## src/rtl/deck_pkg.sv

```systemverilog
// -----------------------------------------------------------------------------
// deck_pkg
//
// Shared definitions for the deck-memory blocks (shuffler, dealer, hand
// scorer): deck geometry, card rank codes and the dealer state encoding.
// -----------------------------------------------------------------------------
package deck_pkg;

    // Deck geometry and memory-port widths.
    localparam int unsigned DECK_SIZE = 52;
    localparam int unsigned ADDR_W    = 6;
    localparam int unsigned DATA_W    = 4;
    localparam int unsigned POINTS_W  = 4;

    // Rank codes. Anything outside RANK_ACE..RANK_KING is a corrupt card.
    localparam logic [DATA_W-1:0] RANK_ACE  = DATA_W'(1);
    localparam logic [DATA_W-1:0] RANK_TEN  = DATA_W'(10);
    localparam logic [DATA_W-1:0] RANK_KING = DATA_W'(13);

    // Face cards score the same as a ten.
    localparam logic [POINTS_W-1:0] FACE_POINTS = POINTS_W'(10);

    // Address of the final card; acknowledging it empties the deck.
    localparam logic [ADDR_W-1:0] LAST_ADDR = ADDR_W'(DECK_SIZE - 1);
    localparam logic [ADDR_W-1:0] FULL_DECK = ADDR_W'(DECK_SIZE);

    // card_dealer states. Each state names the action performed on the clock
    // edge taken while in that state.
    typedef enum logic [2:0] {
        ST_IDLE     = 3'd0,
        ST_SET_ADDR = 3'd1,
        ST_MEM_CLK  = 3'd2,
        ST_CAPTURE  = 3'd3,
        ST_PRESENT  = 3'd4,
        ST_EMPTY    = 3'd5
    } dealer_state_e;

endpackage

```

## src/rtl/card_points.sv

```systemverilog
// -----------------------------------------------------------------------------
// card_points
//
// Combinational blackjack decoder for one card rank.
//   i_Rank     rank code, 1 = Ace .. 13 = King
//   o_Points   1..10 for a legal rank, 0 for a corrupt one
//   o_IsAce    rank is an Ace (scored as 1 here; the hand scorer
//              decides whether to promote it to 11)
//   o_CardErr  rank is 0, 14 or 15
// -----------------------------------------------------------------------------
module card_points
    import deck_pkg::*;
(
    input  logic [DATA_W-1:0]   i_Rank,
    output logic [POINTS_W-1:0] o_Points,
    output logic                o_IsAce,
    output logic                o_CardErr
);

    always_comb begin
        // NOTE: every output gets a default before any branch so that no path
        // leaves one unassigned, which would otherwise infer a latch.
        o_Points  = '0;
        o_IsAce   = 1'b0;
        o_CardErr = 1'b0;

        if ((i_Rank == '0) || (i_Rank > RANK_KING)) begin
            o_CardErr = 1'b1;
        end else if (i_Rank > RANK_TEN) begin
            o_Points = FACE_POINTS;
        end else begin
            o_Points = POINTS_W'(i_Rank);
        end

        o_IsAce = (i_Rank == RANK_ACE);
    end

endmodule

```

## src/rtl/card_dealer.sv

```systemverilog
// -----------------------------------------------------------------------------
// card_dealer
//
// Read-side counterpart of the shuffler. Once the deck is shuffled, fetches
// cards sequentially from the 52-entry deck memory and presents them one at a
// time to the game controller over a request / valid / acknowledge handshake.
//
// Ports
//   clk            system clock, rising edge
//   i_Reset_n      asynchronous active-low reset
//   i_Shuffled     deck ready; low holds the block idle and rewinds the deck
//   i_DealReq      deal request, sampled only in IDLE
//   i_CardAck      card taken, sampled only while a card is presented
//   i_MemData      deck memory read data
//   o_Address      deck memory address
//   o_MemClk       single-cycle memory clock pulse
//   o_Write        memory write enable, tied low
//   o_Card         rank of the presented card
//   o_Points       blackjack points of the presented card
//   o_IsAce        presented card is an Ace
//   o_CardErr      presented rank is illegal (0, 14, 15)
//   o_CardValid    card outputs are valid
//   o_Busy         fetch in progress
//   o_DeckEmpty    every card has been dealt
//   o_CardsLeft    cards remaining in the deck
//
// Fetch timeline for a request sampled at edge k:
//   k    IDLE      accept request
//   k+1  SET_ADDR  drive address, raise busy
//   k+2  MEM_CLK   raise memory clock (address already stable one cycle)
//   k+3  CAPTURE   drop memory clock, register and decode read data
//   k+4  PRESENT   raise valid; acks are honoured from the next edge on
// -----------------------------------------------------------------------------
module card_dealer
    import deck_pkg::*;
(
    input  logic                clk,
    input  logic                i_Reset_n,
    input  logic                i_Shuffled,
    input  logic                i_DealReq,
    input  logic                i_CardAck,
    input  logic [DATA_W-1:0]   i_MemData,
    output logic [ADDR_W-1:0]   o_Address,
    output logic                o_MemClk,
    output logic                o_Write,
    output logic [DATA_W-1:0]   o_Card,
    output logic [POINTS_W-1:0] o_Points,
    output logic                o_IsAce,
    output logic                o_CardErr,
    output logic                o_CardValid,
    output logic                o_Busy,
    output logic                o_DeckEmpty,
    output logic [ADDR_W-1:0]   o_CardsLeft
);

    // -------------------------------------------------------------------------
    // State and registered outputs
    // -------------------------------------------------------------------------
    dealer_state_e         state_q;
    logic [ADDR_W-1:0]     ptr_q;        // next deck address to read, 0..DECK_SIZE
    logic [ADDR_W-1:0]     addr_q;
    logic                  mem_clk_q;
    logic [DATA_W-1:0]     card_q;
    logic [POINTS_W-1:0]   points_q;
    logic                  is_ace_q;
    logic                  card_err_q;
    logic                  valid_q;
    logic                  busy_q;
    logic                  empty_q;
    logic [ADDR_W-1:0]     left_q;

    // Decoded view of the memory read data, registered in CAPTURE.
    logic [POINTS_W-1:0]   dec_points;
    logic                  dec_is_ace;
    logic                  dec_card_err;

    card_points u_card_points (
        .i_Rank    (i_MemData),
        .o_Points  (dec_points),
        .o_IsAce   (dec_is_ace),
        .o_CardErr (dec_card_err)
    );

    // -------------------------------------------------------------------------
    // Dealer state machine
    // -------------------------------------------------------------------------
    // NOTE: all state here is updated with non-blocking assignments so every
    // register samples the pre-edge values of the others, regardless of the
    // order the statements appear in.
    always_ff @(posedge clk or negedge i_Reset_n) begin
        if (!i_Reset_n) begin
            state_q    <= ST_IDLE;
            ptr_q      <= '0;
            addr_q     <= '0;
            mem_clk_q  <= 1'b0;
            card_q     <= '0;
            points_q   <= '0;
            is_ace_q   <= 1'b0;
            card_err_q <= 1'b0;
            valid_q    <= 1'b0;
            busy_q     <= 1'b0;
            empty_q    <= 1'b0;
            left_q     <= FULL_DECK;
        end else if (!i_Shuffled) begin
            // Deck not (or no longer) ready: abandon any fetch and rewind so
            // the next shuffle starts dealing from address 0.
            state_q    <= ST_IDLE;
            ptr_q      <= '0;
            addr_q     <= '0;
            mem_clk_q  <= 1'b0;
            card_q     <= '0;
            points_q   <= '0;
            is_ace_q   <= 1'b0;
            card_err_q <= 1'b0;
            valid_q    <= 1'b0;
            busy_q     <= 1'b0;
            empty_q    <= 1'b0;
            left_q     <= FULL_DECK;
        end else begin
            case (state_q)
                ST_IDLE: begin
                    if (i_DealReq && !empty_q) begin
                        state_q <= ST_SET_ADDR;
                    end
                end

                ST_SET_ADDR: begin
                    addr_q  <= ptr_q;
                    busy_q  <= 1'b1;
                    state_q <= ST_MEM_CLK;
                end

                ST_MEM_CLK: begin
                    mem_clk_q <= 1'b1;
                    state_q   <= ST_CAPTURE;
                end

                ST_CAPTURE: begin
                    mem_clk_q  <= 1'b0;
                    card_q     <= i_MemData;
                    points_q   <= dec_points;
                    is_ace_q   <= dec_is_ace;
                    card_err_q <= dec_card_err;
                    state_q    <= ST_PRESENT;
                end

                ST_PRESENT: begin
                    // The first PRESENT edge only raises valid; an ack can
                    // only refer to a card the consumer has already seen.
                    // A request arriving with the ack is deliberately dropped.
                    if (!valid_q) begin
                        valid_q <= 1'b1;
                        busy_q  <= 1'b0;
                    end else if (i_CardAck) begin
                        valid_q <= 1'b0;
                        ptr_q   <= ptr_q + 1'b1;
                        left_q  <= left_q - 1'b1;
                        if (ptr_q == LAST_ADDR) begin
                            // Pointer parks at DECK_SIZE; it never wraps.
                            empty_q <= 1'b1;
                            state_q <= ST_EMPTY;
                        end else begin
                            state_q <= ST_IDLE;
                        end
                    end
                end

                ST_EMPTY: begin
                    // Only a drop of i_Shuffled (or reset) leaves this state.
                    empty_q <= 1'b1;
                end

                default: begin
                    state_q <= ST_IDLE;
                end
            endcase
        end
    end

    // -------------------------------------------------------------------------
    // Output drive
    // -------------------------------------------------------------------------
    assign o_Address   = addr_q;
    assign o_MemClk    = mem_clk_q;
    assign o_Write     = 1'b0;
    assign o_Card      = card_q;
    assign o_Points    = points_q;
    assign o_IsAce     = is_ace_q;
    assign o_CardErr   = card_err_q;
    assign o_CardValid = valid_q;
    assign o_Busy      = busy_q;
    assign o_DeckEmpty = empty_q;
    assign o_CardsLeft = left_q;

endmodule

```

## config.mk

```make
export PLATFORM = sky130hd
export DESIGN_NAME = card_dealer
export DESIGN_NICKNAME = d
export VERILOG_FILES = /design/src/rtl/deck_pkg.sv /design/src/rtl/card_points.sv /design/src/rtl/card_dealer.sv
export SDC_FILE = /design/constraint.sdc
export NUM_CORES = 1
export LEC_CHECK = 0
export BUFFER_PORTS_ARGS = -buffer_cell sky130_fd_sc_hd__clkbuf_2
export CORE_ASPECT_RATIO = 1.4
export CORE_MARGIN = 4
export CORE_UTILIZATION = 61
export CTS_BUF_LIST = sky130_fd_sc_hd__clkbuf_8
export CTS_CLUSTER_DIAMETER = 100
export DETAILED_ROUTE_END_ITERATION = 10
export GPL_TIMING_DRIVEN = 0
export HOLD_SLACK_MARGIN = 0.03
export PLACE_DENSITY = 0.87
export SYNTH_ARGS = -nofsm -noshare
export SYNTH_HDL_FRONTEND = slang
export SYNTH_SLANG_ARGS = --single-unit
```

## constraint.sdc

```tcl
create_clock -name clk -period 2.9 [get_ports clk]
set_clock_uncertainty 0.2 [all_clocks]
set_input_delay 0 -clock clk [delete_from_list [all_inputs] [get_ports clk]]
set_output_delay 0 -clock clk [all_outputs]
set_load 0.05 [all_outputs]
```

==> results of run 1 <==
-- power by group --
group	switching (W)	internal, W
logic	0.000111	0.0000518
clock network	0.000171	0.000213
registers	0.0000116	0.000502
-- metal layers --
| metal | up-vias | part of all wire [%] | track usage [%] |
|---|---|---|---|
| li1 | 680 | - | - |
| met1 | 689 | 39 | 28.0 |
| met2 | 42 | 54 | 41.3 |
| met3 | 6 | 4.5 | 6.24 |
| met4 | 0 | 1.6 | 10.2 |
| met5 | - | 0 | 0 |
-- sequential cells by signal, summed over array words and instances (netlist names) --
name and flops:
o_Address 6, o_CardsLeft 6, ptr_q 6, o_Card 4, o_Points 4, state_q 3, o_Busy 1, o_CardErr 1
o_CardValid 1, o_DeckEmpty 1, o_IsAce 1, o_MemClk 1
-- worst paths after layout --
kind	endpoint	cells past startpoint
worst max-delay path	state_q[0]	5
worst min-delay path	o_Card[0]	3
worst max register to register	state_q[0]	5
worst min register to register	o_Points[3]	2
max in group asynchronous	state_q[0]	2
min in group asynchronous	o_MemClk	2
-- worst max-delay path: stages, from the launching register on --
cell,delay [ns]
dfrtp_1,0.41
ha_1,0.21
nand2_1,0.07
nor4b_1,0.53
o22ai_1,0.17
a211oi_2,0.23
-- placed cells by master (no fill, tap or decap), types with 2 or more instances in the layout --
| master | synthesis | routed |
|---|---|---|
| nand2b_1 | 2 | 2 |
| a311oi_1 | 2 | 2 |
| clkbuf_2 | 0 | 31 |
| o211a_1 | 2 | 2 |
| inv_1 | 4 | 5 |
| dfstp_2 | 3 | 3 |
| dlygate4sd3_1 | 0 | 7 |
| xor2_1 | 5 | 5 |
| nand2_1 | 22 | 22 |
| dfrtp_1 | 32 | 32 |
| xnor2_1 | 6 | 6 |
| a21boi_1 | 7 | 7 |
| nor2_1 | 6 | 6 |
| o31ai_1 | 2 | 2 |
| nor2b_1 | 14 | 14 |
| o21ai_0 | 5 | 5 |
| a21oi_1 | 3 | 3 |
| nand3_1 | 3 | 3 |
| a211oi_2 | 2 | 2 |
| nand4_1 | 4 | 4 |
| and2_1 | 6 | 6 |
| clkbuf_1 | 7 | 7 |
| buf_4 | 2 | 2 |
| mux2i_1 | 8 | 8 |
| nor4_1 | 3 | 3 |
| buf_2 | 3 | 3 |
| clkbuf_8 | 0 | 7 |
| nor4b_1 | 2 | 2 |
| ha_1 | 2 | 2 |
-- stage by stage --
stage	hold WS [ns]	worst slack (ns)	total power, W	util [%]	std cells
2_1_floorplan	-0.496	1.02	0.000633	-	174
3_3_place_gp	-0.0747	1.01	0.000671	73.1	241
3_5_place_dp	-0.0542	1.00	0.000677	73.1	241
4_1_cts	0.0720	0.980	0.00107	79.4	256
5_1_grt	0.114	0.901	0.00111	79.4	256
6_report	0.0796	1.00	0.00106	79.4	256
-- cells by family (layout without fill, tap and decap cells) --
family	Yosys count	after routing	synth area share (%)
and+or+nand+nor	72	72	22.7
DFF	35	35	49.7
AOI/OAI and AO/OA	29	29	12.0
buffers and inverters	16	62	4.03
xor gates and xnor gates	11	11	5.44
muxes	8	8	4.52
adders and majority gates	2	2	1.41
other	1	1	0.212
-- final cells by class --
cell class,instances,area (um^2)
fill,205,557
clock buffer,7,96.3
inverter,4,15.0
sequential,35,880
timing repair buffer,38,225
clock inverter,1,3.75
buffer,12,56.3
multi-input combinational,123,820
tap,36,45.0
==> summary.txt, run 1 <==
Number of antenna diodes -> 0
Critical Path AT -> 1.90 ns
Detailed Place HPWL -> 2810 um
Clock Path Buffers -> 2
Wire per inst -> 15.3 um
Layout Nets -> 230
Synth cell types -> 43
Fraction of the cycle the final worst path needs -> 65.5%
# resized after CTS -> 0
H-tree depth -> 2
Rel. slew slack -> 43.1%
Post-CTS Setup Bufs -> 0
CTS buffer count -> 5
Worst Hold Class -> input pin to flip-flop
# clock sinks -> 35
Yosys reg bits -> 35
Synth area leaders -> dfrtp_1 45%, nor2b_1 4.9%, nand2_1 4.7%
GRT Overall Usage -> 24.3%
Layout area overhead -> 20.9%
Largest net degree at the start of global routing -> 36
Fin crit period -> 1.90 ns
Global-route wire length before repair -> 6890 um
Critical Setup Path Class -> flip-flop to flip-flop
FF-to-FF Start -> ptr_q[0]
Pwr dens -> 495 mW/mm^2
Post-synth top cells -> 32 x dfrtp_1, 22 x nand2_1, 14 x nor2b_1, 8 x mux2i_1
Initial antenna violation count -> 0
Mapped cell area -> 0.00177 mm^2
Core Rows -> 22
Syn Inst Count -> 174
Initial DRC count -> 40
Post-synth ARST share -> 100%
Initial Util -> 65.6%
# setup viols final -> 0
Clock transition at path regs -> 0.07 ns
Root Buffer -> clkbuf_8
Max-slew violations -> 0
Flop2flop setup slack -> 1.0 ns
Clk Latency, worst-skew pair -> 0.28 ns
# DRC -> 0
Fin Setup TNS -> 0 ns
Routed Wire Length -> 3920 um
Antenna-violating nets left -> 0
Worst Max-Slew Pin Slew -> 0.854 ns
Area leader, netlist -> dfrtp_1
DP Area -> 0.00197 mm^2
Num ports -> 36
Fmax -> 526 MHz
Overall die width -> 53.5 um
Vias per Instance -> 5.54
Die height -> 71.7 um
PortBufs -> 31
Final Instance Area -> 0.00214 mm^2
Total gr overflow -> 0
Max-cap viol count -> 0
Endpoint class of the critical path -> flip-flop
Final hold vios -> 0
Synth Net Count -> 185
Syn Area/Cell -> 10.2 um^2
Dominant synthesized flop cell -> dfrtp_1
Leak -> 1.00 nW
Full die area -> 0.00384 mm^2
Layout cell share with drive strength beyond 1 -> 23.6%
Via count -> 1,417
Yosys warning total -> 0
Synth top area share -> 45.2%
Startpoint types -> flip-flop
Core area -> 0.00270 mm^2
EDFF count, synth -> 0
# hold bufs at CTS -> 7
First-pass detailed-route iteration total -> 4
Crit. Startpoint -> ptr_q[0]
Status -> complete, no violations
RD Place Congestion -> 0.766
WP data required -> 2.90 ns
Number of global-route vias before repair -> 1,530
CTS tree -> yes
Sequential cell area fraction in the yosys report -> 49.7%
Most numerous cell in the Yosys netlist -> dfrtp_1
Peak VDD IR -> 0.540 mV
Crit-path max FO -> 4
Hold Path Origin -> i_Shuffled
RSZ-0062 raised after global routing -> false
(Power assumes the default switching activity.)
==> inputs of run 2 (changes only) <==
--- a/config.mk
+++ b/config.mk
@@ -8,13 +8,13 @@
 export BUFFER_PORTS_ARGS = -buffer_cell sky130_fd_sc_hd__clkbuf_2
 export CORE_ASPECT_RATIO = 1.4
 export CORE_MARGIN = 4
-export CORE_UTILIZATION = 61
+export CORE_UTILIZATION = 56
 export CTS_BUF_LIST = sky130_fd_sc_hd__clkbuf_8
 export CTS_CLUSTER_DIAMETER = 100
 export DETAILED_ROUTE_END_ITERATION = 10
 export GPL_TIMING_DRIVEN = 0
 export HOLD_SLACK_MARGIN = 0.03
-export PLACE_DENSITY = 0.87
+export PLACE_DENSITY = 0.81
 export SYNTH_ARGS = -nofsm -noshare
 export SYNTH_HDL_FRONTEND = slang
 export SYNTH_SLANG_ARGS = --single-unit
==> constraint.sdc (replaced) <==
create_clock -name clk -period 1.95 [get_ports clk]
set_clock_uncertainty 0.2 [all_clocks]
set_input_delay 0 -clock clk [delete_from_list [all_inputs] [get_ports clk]]
set_output_delay 0 -clock clk [all_outputs]
set_load 0.05 [all_outputs]
==> summary.txt, run 2 (synthesis gave the netlist of run 1 again) <==
Final setup margin -> 0.192 ns (was 1.00 ns)
Total power -> 0.00165 W (was 0.00106 W)
Fin Setup TNS -> 0 ns (unchanged)
Layout Nets -> 230 (unchanged)
Pwr dens -> 763 mW/mm^2 (was 495 mW/mm^2)
# clock sinks -> 35 (unchanged)
Critical Setup Path Class -> flip-flop to flip-flop (unchanged)
Antenna-violating nets left -> 0 (unchanged)
Initial antenna violation count -> 0 (unchanged)
H-tree depth -> 2 (unchanged)
Dpl ws -> 0.00752 ns (was 1.00 ns)
Worst Max-Slew Pin Slew -> 0.860 ns (was 0.854 ns)
Via count -> 1,410 (was 1,417)
Routed Wire Length -> 3920 um (about the same)
Fraction of the cycle the final worst path needs -> 90.2% (was 65.5%)
Initial DRC count -> 36 (was 40)
Crit-path max FO -> 4 (unchanged)
Fin crit period -> 1.76 ns (was 1.90 ns)
Fmax -> 569 MHz (was 526 MHz)
Commonest non-fill, non-tap cell in the layout -> dfrtp_1 (unchanged)
Max-slew violations -> 0 (unchanged)
Global-route wire length before repair -> 6700 um (was 6890 um)
Status -> complete, no violations (unchanged)
Critical Path AT -> 1.76 ns (was 1.90 ns)
Number of global-route vias before repair -> 1,448 (was 1,530)
Root Buffer -> clkbuf_8 (unchanged)
Wire per inst -> 15.2 um (was 15.3 um)
Cells along the critical path -> ha_1, nand2_1, nor4b_2, o22ai_1, a211oi_2 (was ha_1, nand2_1, nor4b_1, o22ai_1, a211oi_2)
CP max stage delay -> 0.42 ns (was 0.53 ns)
Vias per Instance -> 5.49 (was 5.54)
Clock Path Buffers -> 2 (unchanged)
WP data required -> 1.95 ns (was 2.90 ns)
Max-cap viol count -> 0 (unchanged)
Initial Util -> 59.7% (was 65.6%)
Core area -> 0.00296 mm^2 (was 0.00270 mm^2)
Layout cell share with drive strength beyond 1 -> 25.0% (was 23.6%)
Detailed Place HPWL -> 2770 um (was 2810 um)
Slowest-stage cell, CP -> dfrtp_1 (was nor4b_1)
Multi-input gate area -> 832 um^2 (was 820 um^2)
Sequential standard cell area -> 880 um^2 (unchanged)
Number of antenna diodes -> 0 (unchanged)
CTS tree -> yes (unchanged)
Num ports -> 36 (unchanged)
Rel. slew slack -> 42.7% (was 43.1%)
First-pass detailed-route iteration total -> 4 (unchanged)
Full die area -> 0.00414 mm^2 (was 0.00384 mm^2)
FILL cells -> 234 (was 205)
# setup viols final -> 0 (unchanged)
Largest net degree at the start of global routing -> 36 (unchanged)
Peak VDD IR -> 0.569 mV (was 0.540 mV)
GRT Overall Usage -> 20.7% (was 24.3%)
Worst Hold Class -> input pin to flip-flop (unchanged)
# DRC -> 0 (unchanged)
Clk Latency, worst-skew pair -> 0.28 ns (about the same)
Endpoint class of the critical path -> flip-flop (unchanged)
Overall die width -> 55.5 um (was 53.5 um)
Layout area overhead -> 22.4% (was 20.9%)
RSZ-0062 raised after global routing -> false (unchanged)
Leak -> 1.00 nW (about the same)
Total gr overflow -> 0 (unchanged)
RD Place Congestion -> 0.794 (was 0.766)
Core Rows -> 23 (was 22)
Die height -> 74.5 um (was 71.7 um)
Final hold vios -> 0 (unchanged)
CTS buffer count -> 5 (unchanged)
Highest-count cells in the layout ignoring fill and taps -> 32 x dfrtp_1, 31 x clkbuf_2, 22 x nand2_1 (unchanged)
PortBufs -> 31 (unchanged)
Utilization after layout -> 73.1% (was 79.4%)
Startpoint types -> flip-flop (unchanged)
Clock transition at path regs -> 0.07 ns (about the same)
==> run 2: cell count changes in the layout (fill, tap and decap cells not counted) <==
cell,previous run,this run
nor4b_2,0,1
bufinv_16,0,1
inv_1,5,4
nor4b_1,2,1
clkinv_4,0,1
nor4_1,3,2
clkbuf_8,7,5
clkinv_2,0,1
nor4_2,0,1
==> run 2: routing by layer <==
metal / routed length [um] / global-route usage [%] / vias up
li1: - / - / 680
met1: 1580 / 23.4 / 692
met2: 2110 / 38.0 / 31
met3: 142 / 3.99 / 7
met4: 78 / 9.46 / 0
met5: 0 / 0 / -
==> run 2: what timing repair did <==
item | CTS | global route
endpoints found under the hold margin | 47 | 0
hold buffers | 7 | 0
endpoints found under the setup margin | 1 | 1
buffers inserted | 0 | 0
resized for setup | 1 | 1
==> run 2: final timing paths <==
check | from | to | slack (ns) | depth (start not counted)
setup / recovery | ptr_q[1] | state_q[0] | 0.19 | 5
hold / removal | i_Shuffled | o_Card[2] | 0.05 | 3
setup reg to reg | ptr_q[1] | state_q[0] | 0.19 | 5
hold reg to reg | o_Card[2] | o_Card[2] | 0.33 | 2
max in group asynchronous | i_Reset_n | state_q[0] | 0.85 | 2
min in group asynchronous | i_Reset_n | o_DeckEmpty | 0.15 | 2
==> run 2: area by class of cell <==
cell class                      instances  area share [%]
Sequential cell                        35            40.6
Multi-Input combinational cell        123            38.4
Timing Repair Buffer                   38            10.4
Clock buffer                            5            3.18
Buffer                                 12            2.60
Tap cell                               37            2.14
Clock inverter                          3            2.02
Inverter                                4           0.693
==> run 2: power by group <==
part / total, W / internal (W) / switching [W]
Combinational: 0.000242 / 0.0000771 / 0.000165
Sequential: 0.000764 / 0.000746 / 0.0000186
Clock: 0.000648 / 0.000380 / 0.000268
==> run 2: worst max-delay path: cells and delay by family, from the launching register on <==
kind	cells	cell delay, ns
AOI/OAI and AO/OA	2	0.38
DFF	1	0.42
and+or+nand+nor	2	0.45
adders and majority gates	1	0.22
==> run 2: per-stage QoR <==
stage / instances / hold slack (ns) / area, um^2
floorplan: 174 / -0.496 / 1770
global placement: 242 / -0.0683 / 1970
detailed placement: 242 / -0.0456 / 1970
CTS: 257 / 0.0530 / 2160
global route: 257 / 0.0867 / 2170
finish: 257 / 0.0541 / 2170
==> inputs of run 3 (changes only) <==
--- a/config.mk
+++ b/config.mk
@@ -8,13 +8,12 @@
 export BUFFER_PORTS_ARGS = -buffer_cell sky130_fd_sc_hd__clkbuf_2
 export CORE_ASPECT_RATIO = 1.4
 export CORE_MARGIN = 4
-export CORE_UTILIZATION = 56
+export CORE_UTILIZATION = 38
 export CTS_BUF_LIST = sky130_fd_sc_hd__clkbuf_8
 export CTS_CLUSTER_DIAMETER = 100
 export DETAILED_ROUTE_END_ITERATION = 10
 export GPL_TIMING_DRIVEN = 0
 export HOLD_SLACK_MARGIN = 0.03
-export PLACE_DENSITY = 0.81
 export SYNTH_ARGS = -nofsm -noshare
 export SYNTH_HDL_FRONTEND = slang
 export SYNTH_SLANG_ARGS = --single-unit
==> summary.txt, run 3 (synthesis gave the netlist of run 1 again) <==
CTS buffer count -> 5 (unchanged)
Clk pwr share -> 36.3% (was 39.2%)
Utilization after layout -> 48.3% (was 73.1%)
Dpl ws -> -0.0264 ns (was 0.00752 ns)
Status -> complete, no violations (unchanged)
Core Rows -> 29 (was 23)
Peak VDD IR -> 0.450 mV (was 0.569 mV)
Fmax -> 568 MHz (was 569 MHz)
Layout Nets -> 230 (unchanged)
Largest net degree at the start of global routing -> 36 (unchanged)
Switching share of power -> 27.5% (was 27.3%)
Highest-count cells in the layout ignoring fill and taps -> 32 x dfrtp_1, 31 x clkbuf_2, 22 x nand2_1 (unchanged)
Clock Path Buffers -> 2 (unchanged)
Vias per Instance -> 4.86 (was 5.49)
FILL cells -> 449 (was 234)
Rel. slew slack -> 42.4% (was 42.7%)
Number of antenna diodes -> 0 (unchanged)
Leak -> 0.995 nW (was 1.00 nW)
Initial antenna violation count -> 0 (unchanged)
RSZ-0062 raised after global routing -> false (unchanged)
P_int -> 0.00114 W (was 0.00120 W)
Pwr dens -> 720 mW/mm^2 (was 763 mW/mm^2)
# setup viols final -> 0 (unchanged)
Endpoint class of the critical path -> flip-flop (unchanged)
Post-CTS Setup Bufs -> 0 (unchanged)
Critical Path AT -> 1.74 ns (was 1.76 ns)
Slowest-stage cell, CP -> dfrtp_1 (unchanged)
Cells along the critical path -> nor3b_2, nand3_2, xnor2_1, and2_1 (was ha_1, nand2_1, nor4b_2, o22ai_1, a211oi_2)
Startpoint types -> flip-flop (unchanged)
Root Buffer -> clkbuf_8 (unchanged)
Initial Util -> 39.0% (was 59.7%)
CP max stage delay -> 0.50 ns (was 0.42 ns)
Final hold vios -> 0 (unchanged)
Die height -> 88.8 um (was 74.5 um)
Sw Pwr -> 0.000434 W (was 0.000451 W)
Num ports -> 36 (unchanged)
Clk Latency, worst-skew pair -> 0.28 ns (about the same)
First-pass detailed-route iteration total -> 4 (unchanged)
Global-route wire length before repair -> 6960 um (was 6700 um)
Wire per inst -> 13.9 um (was 15.2 um)
RD Place Congestion -> 0.751 (was 0.794)
Initial DRC count -> 60 (was 36)
# DRC -> 0 (unchanged)
Via count -> 1,371 (was 1,410)
Detailed Place HPWL -> 2690 um (was 2770 um)
Max-slew violations -> 0 (unchanged)
H-tree depth -> 2 (unchanged)
Fin crit period -> 1.76 ns (about the same)
PortBufs -> 31 (unchanged)
WP data required -> 1.93 ns (was 1.95 ns)
Clock transition at path regs -> 0.07 ns (about the same)
Max-cap viol count -> 0 (unchanged)
Antenna-violating nets left -> 0 (unchanged)
# clock sinks -> 35 (unchanged)
Layout cell share with drive strength beyond 1 -> 25.5% (was 25.0%)
Sequential fraction of design power -> 48.4% (was 46.2%)
Commonest non-fill, non-tap cell in the layout -> dfrtp_1 (unchanged)
Overall die width -> 65.7 um (was 55.5 um)
Core area -> 0.00454 mm^2 (was 0.00296 mm^2)
Critical Setup Path Class -> flip-flop to flip-flop (unchanged)
Worst Hold Class -> input pin to flip-flop (unchanged)
CTS tree -> yes (unchanged)
Layout area overhead -> 23.7% (was 22.4%)
Number of global-route vias before repair -> 1,506 (was 1,448)
Power share of the combinational group -> 15.2% (was 14.6%)
Total gr overflow -> 0 (unchanged)
Routed Wire Length -> 3910 um (was 3920 um)
Fraction of the cycle the final worst path needs -> 90.3% (was 90.2%)
Crit-path max FO -> 9 (was 4)
Worst Max-Slew Pin Slew -> 0.863 ns (was 0.860 ns)
Full die area -> 0.00583 mm^2 (was 0.00414 mm^2)
GRT Overall Usage -> 15.5% (was 20.7%)
Final setup margin -> 0.189 ns (was 0.192 ns)
==> run 3: cell count changes in the layout (fill, tap and decap cells not counted) <==
cell	delta
and4b_1	-1
and4b_2	+1
bufinv_16	-1
clkbuf_8	+2
clkinv_2	-1
clkinv_4	-1
clkinvlp_4	+1
==> run 3: worst paths after layout <==
kind	start	end	slack, ns	depth (start not counted)
max	state_q[2]	ptr_q[0]	0.19	4
min	i_Shuffled	state_q[0]	0.08	5
max reg2reg	state_q[2]	ptr_q[0]	0.19	4
min reg2reg	o_Points[0]	o_Points[0]	0.33	2
max in group asynchronous	i_Reset_n	o_Address[4]	0.84	2
min in group asynchronous	i_Reset_n	o_DeckEmpty	0.16	2
==> run 3: cell type report <==
type | count | area (um^2) | share of cell area, %
multi-input combinational | 123 | 833 | 38.0
timing repair buffer | 38 | 225 | 10.3
clock inverter | 1 | 7.51 | 0.343
sequential | 35 | 880 | 40.1
inverter | 4 | 15.0 | 0.685
buffer | 12 | 56.3 | 2.57
clock buffer | 7 | 96.3 | 4.40
tap | 62 | 77.6 | 3.54
==> run 3: power by group through the flow <==
stage | Sequential [W] | Clock [W] | Combinational [W]
floorplan | 0.000819 | 0 | 0.000122
global placement | 0.000778 | 0 | 0.000230
detailed placement | 0.000778 | 0 | 0.000233
CTS | 0.000764 | 0.000603 | 0.000244
global route | 0.000767 | 0.000641 | 0.000266
finish | 0.000765 | 0.000573 | 0.000240
==> run 3: timing repair <==
| item | 4_1_cts | 5_1_grt |
|---|---|---|
| gates resized for setup | 1 | 2 |
| hold buffers | 7 | 0 |
| hold endpoints to repair | 49 | 0 |
| endpoints found under the setup margin | 1 | 3 |
==> run 3: layer usage <==
layer	vias to the layer above	GRT usage [%]	routed length (um)
met5	-	0	0
met4	0	5.47	43
met3	7	3.68	173
met2	33	26.3	1940
met1	648	19.2	1750
li1	683	-	-
==> run 3: critical path, delay by kind of cell, from the launching register on <==
kind	cells	cell delay, ns
flops	1	0.50
xor+xnor	1	0.17
simple gates	3	0.78
==> run 3: metrics by stage <==
step,instances,setup TNS [ns],hold WS [ns],power [W],area (um^2)
6_report,282,0,0.0844,0.00158,2190
2_1_floorplan,174,0,-0.496,0.000941,1770
3_5_place_dp,267,-0.0264,-0.0272,0.00101,2000
5_1_grt,282,0,0.119,0.00167,2190
3_3_place_gp,267,-0.0110,-0.0344,0.00101,2000
4_1_cts,282,0,0.0822,0.00161,2180
